**src/rtl/hazard_control_unit.sv**
```systemverilog
// Pipeline hazard sequencer: load-use stalls, taken-branch flushes and data-memory freezes.
// Optional HAZARD_PERF_EN adds saturating stall/flush event counters.
module hazard_control_unit #(
    parameter int unsigned LOAD_STALL_CYCLES = 1,
    parameter int unsigned BRANCH_PENALTY    = 1
) (
    input  logic        clk,
    input  logic        reset,
    input  logic [31:0] id_instruction,
    input  logic        ex_mem_read,
    input  logic [4:0]  ex_rd,
    input  logic        mem_branch_taken,
    input  logic        mem_access,
    input  logic        mem_ready,
    output logic        pc_write,
    output logic        if_id_write,
    output logic        if_id_flush,
    output logic        id_ex_bubble,
    output logic        ex_mem_flush,
    output logic        pipe_freeze,
    output logic [1:0]  state
`ifdef HAZARD_PERF_EN
    ,
    output logic [31:0] stall_count,
    output logic [31:0] flush_count
`endif
);

    localparam int unsigned CNT_W = 3;
    localparam int unsigned OPC_W = 7;
    localparam int unsigned REG_W = 5;

    localparam logic [OPC_W-1:0] OPC_LUI   = 7'b0110111;
    localparam logic [OPC_W-1:0] OPC_AUIPC = 7'b0010111;
    localparam logic [OPC_W-1:0] OPC_JAL   = 7'b1101111;
    localparam logic [OPC_W-1:0] OPC_R     = 7'b0110011;
    localparam logic [OPC_W-1:0] OPC_S     = 7'b0100011;
    localparam logic [OPC_W-1:0] OPC_SB    = 7'b1100011;

    typedef enum logic [1:0] {
        RUN        = 2'd0,
        LOAD_STALL = 2'd1,
        BR_FLUSH   = 2'd2
    } state_t;

    state_t             state_q, state_d;
    logic [CNT_W-1:0]   cnt_q, cnt_d;

    logic [OPC_W-1:0]   opcode;
    logic [REG_W-1:0]   rs1, rs2;
    logic               rs1_used, rs2_used, hazard, freeze, stall_cycle;
    logic               unused_instr_bits;

    assign opcode = id_instruction[6:0];
    assign rs1    = id_instruction[19:15];
    assign rs2    = id_instruction[24:20];
    assign unused_instr_bits = ^{id_instruction[31:25], id_instruction[14:7]};

    // Operand-use decode and load-use detection; x0 is never a real dependency
    assign rs1_used = (opcode != OPC_LUI) && (opcode != OPC_AUIPC) && (opcode != OPC_JAL);
    assign rs2_used = (opcode == OPC_R) || (opcode == OPC_S) || (opcode == OPC_SB);
    assign hazard   = ex_mem_read && (ex_rd != '0) &&
                      ((rs1_used && (rs1 == ex_rd)) || (rs2_used && (rs2 == ex_rd)));
    assign freeze   = mem_access && !mem_ready;

    always_ff @(posedge clk) begin
        if (reset) begin
            state_q <= RUN;
            cnt_q   <= '0;
        end else begin
            state_q <= state_d;
            cnt_q   <= cnt_d;
        end
    end

    // Next state and control outputs; priority reset > freeze > branch > load-use
    always_comb begin
        state_d      = state_q;
        cnt_d        = cnt_q;
        pc_write     = 1'b1;
        if_id_write  = 1'b1;
        if_id_flush  = 1'b0;
        id_ex_bubble = 1'b0;
        ex_mem_flush = 1'b0;
        pipe_freeze  = 1'b0;
        stall_cycle  = 1'b0;

        if (reset) begin
            pc_write     = 1'b0;
            if_id_write  = 1'b0;
            if_id_flush  = 1'b1;
            id_ex_bubble = 1'b1;
            ex_mem_flush = 1'b1;
            state_d      = RUN;
            cnt_d        = '0;
        end else if (freeze) begin
            pipe_freeze  = 1'b1;
            pc_write     = 1'b0;
            if_id_write  = 1'b0;
        end else begin
            unique case (state_q)
                RUN, LOAD_STALL: begin
                    stall_cycle = (state_q == LOAD_STALL) || (hazard && !mem_branch_taken);
                    if (mem_branch_taken) begin
                        if_id_flush  = 1'b1;
                        id_ex_bubble = 1'b1;
                        ex_mem_flush = 1'b1;
                        if (BRANCH_PENALTY > 0) begin
                            state_d = BR_FLUSH;
                            cnt_d   = CNT_W'(BRANCH_PENALTY);
                        end else begin
                            state_d = RUN;
                            cnt_d   = '0;
                        end
                    end else if (state_q == LOAD_STALL || hazard) begin
                        pc_write     = 1'b0;
                        if_id_write  = 1'b0;
                        id_ex_bubble = 1'b1;
                        if (state_q == LOAD_STALL) begin
                            cnt_d = cnt_q - CNT_W'(1);
                            if (cnt_q == CNT_W'(1)) state_d = RUN;
                        end else if (LOAD_STALL_CYCLES > 1) begin
                            state_d = LOAD_STALL;
                            cnt_d   = CNT_W'(LOAD_STALL_CYCLES - 1);
                        end
                    end
                end
                BR_FLUSH: begin
                    if_id_flush = 1'b1;
                    cnt_d       = cnt_q - CNT_W'(1);
                    if (cnt_q == CNT_W'(1)) state_d = RUN;
                end
                default: begin
                    state_d = RUN;
                    cnt_d   = '0;
                end
            endcase
        end
    end

    assign state = state_q;

`ifdef HAZARD_PERF_EN
    // Saturating event counters; frozen cycles and reset cycles never count
    always_ff @(posedge clk) begin
        if (reset) begin
            stall_count <= '0;
            flush_count <= '0;
        end else if (!freeze) begin
            if (stall_cycle && (stall_count != '1)) stall_count <= stall_count + 32'd1;
            if (if_id_flush && (flush_count != '1)) flush_count <= flush_count + 32'd1;
        end
    end
`else
    logic unused_stall_cycle;
    assign unused_stall_cycle = stall_cycle;
`endif

endmodule

```
**config.mk**
```make
export PLATFORM = sky130hd
export DESIGN_NAME = hazard_control_unit
export DESIGN_NICKNAME = d
export VERILOG_FILES = /design/src/rtl/hazard_control_unit.sv
export SDC_FILE = /design/constraint.sdc
export NUM_CORES = 1
export LEC_CHECK = 0
export CORE_MARGIN = 5
export CORE_UTILIZATION = 27
export DETAILED_ROUTE_END_ITERATION = 8
export GPL_ROUTABILITY_DRIVEN = 0
export PLACE_DENSITY = 0.76
export SETUP_SLACK_MARGIN = 0.15
export SYNTH_ARGS = -nofsm -noshare
export SYNTH_HDL_FRONTEND = slang
export SYNTH_SLANG_ARGS = --single-unit
```
**constraint.sdc**
```tcl
create_clock -name clk -period 1.2 [get_ports clk]
set_input_delay 0.12 -clock clk [delete_from_list [all_inputs] [get_ports clk]]
set_output_delay 0.12 -clock clk [all_outputs]
set_load 0.01 [all_outputs]
```
==> impl_metrics.json <==
{
  "power_leakage_nw": 0.576,
  "wl_met2_mm": 1.32,
  "vias": 798,
  "netlist_area_sq_um": 539,
  "drv_slew": 0,
  "power_density_nw_per_um2": 650,
  "core_area_sq_um": 1940,
  "final_common_cell": "buf_4",
  "clock.fmax_mhz": 659,
  "combPwrFrac_pct": 53.9,
  "io_pins": 51,
  "path_max_fanout": 2,
  "hp-class": "input pin to flop",
  "finClkSkew_ns": 0.00375,
  "drv_cap": 0,
  "dr.pass1.iters": 4,
  "finalPower_uw": 837,
  "start_util_pct": 27.8,
  "die_area_sq_um": 2990,
  "drc": 0,
  "top_layer": "met4",
  "ys_seq_elements": 5,
  "pre_cts_ws_ns": -1.13,
  "switching_power_uw": 278,
  "numCtsBuffers": 3,
  "grt_max_degree": 10,
  "path_cells": "nor2b_4 -> or3_4 -> nor3_2 -> nor2_1 -> buf_2",
  "worst_pin_slew_ns": 0.319,
  "dr_wl_met3_um": 281,
  "relSlewSlack_pct": 78.7,
  "rows": 16,
  "worstSetupStartpointType": "flop",
  "grt_pass1_wl_mm": 3.58,
  "required_ns": 1.08,
  "status": "complete, but fails checks",
  "clk_path_buf_depth": 2,
  "cp_data_arrival_time_ns": 1.40,
  "hpwl_mm": 1.54,
  "grt_pass1_vias": 823,
  "fin_crit_sh_pct": 126,
  "htreeDepth": 1,
  "die_y_um": 54.7,
  "drt-initial-drc-count": 7,
  "setup_ws_ns": -0.317,
  "final_cell_mix": "buf_4 (17), buf_6 (12), buf_2 (10), xnor2_1 (8), dlygate4sd2_1 (8)",
  "wl_mm": 2.45,
  "drtAntennaViolNets": 0,
  "end_kind": "primary output",
  "synth-seq-area-share_pct": 18.6,
  "fin_crit_ns": 1.52,
  "grtUsageTotal_pct": 16.5,
  "drive_above_1_share_pct": 58.6,
  "grt_overflow": 0,
  "clock_latency_ns": 0.24,
  "fin_util_pct": 66.3,
  "grt_setup_unrepaired": "yes",
  "cts.sinks": 5,
  "cpPeakStageDelay_ns": 0.33,
  "power.share.sequential_pct": 22.8,
  "synth.avg_cell_area_sq_um": 7.00,
  "failed_checks": "negative setup slack",
  "die_w_um": 54.7,
  "antenna_found_initial": 0,
  "critPathSlowestCell": "dfxtp_4",
  "met1_length_um": 818,
  "cts_tree": "built",
  "internal_power_uw": 559,
  "synth_cells": 77,
  "n_antenna_cell": 0,
  "path_class": "flop to primary output",
  "root_buffer": "clkbuf_4",
  "wl_per_cell_um": 14.6,
  "hold_violations": 0,
  "setup_viol": 7,
  "final_nets": 186,
  "swShare_pct": 33.2,
  "ys_types": 29,
  "syn_nets": 122,
  "hold_buffers": 0,
  "routed_via_density": 4.78,
  "synthToLayoutAreaGrowth_pct": 139,
  "pwr-share-clk_pct": 23.3,
  "portBuffers": 35,
  "clk_pin_slew_ns": 0.04,
  "ir_drop_mv": 1.06,
  "yosysWarningCount": 0
}
-- synthesized netlist by cell type --
cell       number  area, sq um
xor2_1          2         17.5
a21oi_1         3         15.0
nor4_1          2         12.5
nor3b_1         2         15.0
clkbuf_2        1         5.00
nand4_1         1         6.26
a211oi_1        1         7.51
a21o_1          2         15.0
o21ai_2         1         8.76
a2111oi_0       1         8.76
nor2b_1         3         18.8
a22oi_1         1         7.51
nand2_1         6         22.5
o22ai_1         2         12.5
nand3_1         2         10.0
xnor2_1         9         78.8
buf_4           1         7.51
nor2_1         10         37.5
or3_1           1         6.26
dfxtp_1         5          100
o21ai_0         2         10.0
ha_1            2         25.0
nand2b_1        4         25.0
inv_1           5         18.8
or4_1           1         7.51
nor3_1          3         15.0
clkbuf_1        1         3.75
and2_1          1         6.26
o21a_1          2         15.0
-- what timing repair did --
action                                  4_1_cts  5_1_grt
pin swaps                                    28       23
setup buffers                                10        4
endpoints found under the setup margin       13       12
resized for setup                           119       29
-- per-layer routing --
| metal | vias up | GRT usage (%) |
|---|---|---|
| met1 | 370 | 15.5 |
| met3 | 4 | 7.08 |
| met2 | 38 | 31.7 |
| li1 | 386 | - |
| met4 | 0 | 4.56 |
| met5 | - | 0 |
-- power by group through the flow --
stage	logic, mW	registers [mW]	clock network [mW]
floorplan	0.163	0.191	0
global placement	0.339	0.190	0
detailed placement	0.349	0.190	0
CTS	0.394	0.189	0.193
global route	0.485	0.194	0.217
finish	0.451	0.191	0.195
-- critical path, delay by kind of cell (launching register included) --
kind,cells,cell delay (ns)
buffers and inverters,1,0.14
flip-flops,1,0.33
AND/OR/NAND/NOR,4,0.69
-- per-stage QoR --
step / std cells / hold slack, ns / setup TNS, ns / area [sq um]
2_1_floorplan: 77 / 0.272 / -0.168 / 572
3_5_place_dp: 149 / 0.492 / -5.54 / 1020
6_report: 167 / 0.430 / -1.17 / 1290
5_1_grt: 167 / 0.450 / -1.74 / 1290
4_1_cts: 163 / 0.421 / -1.24 / 1220
3_3_place_gp: 149 / 0.485 / -5.38 / 1020
-- flip-flops by register name, indices dropped and copies added (netlist names) --
signal  count
state       2
cnt_q       3
-- cell type report --
class,instances,area (sq um)
fill,169,654
tap,27,33.8
timing repair buffer,62,517
inverter,5,18.8
sequential,5,106
clock buffer,4,26.3
multi-input combinational,64,586
-- path summary, 6_finish.rpt --
kind                                      to  cells after the start  slack [ns]              from
worst min-delay path                state[1]                      5        0.43  mem_branch_taken
worst min register to register      cnt_q[1]                      2        0.54          cnt_q[1]
worst max register to register      cnt_q[0]                      8       -0.09          state[1]
worst max-delay path            id_ex_bubble                      5       -0.32          state[0]
-- kinds of logic (layout without fill, tap and decap cells) --
logic type               Yosys count  in the layout  share of synthesized area (%)
buffers and inverters              8             71                           6.50
flip-flops                         5              5                           18.6
XOR/XNOR                          11             11                           17.9
adder cells (fa/ha/maj)            2              2                           4.64
AO/OA/AOI/OAI                     15             15                           18.6
AND/OR/NAND/NOR                   36             36                           33.9
(Power assumes the default switching activity.)
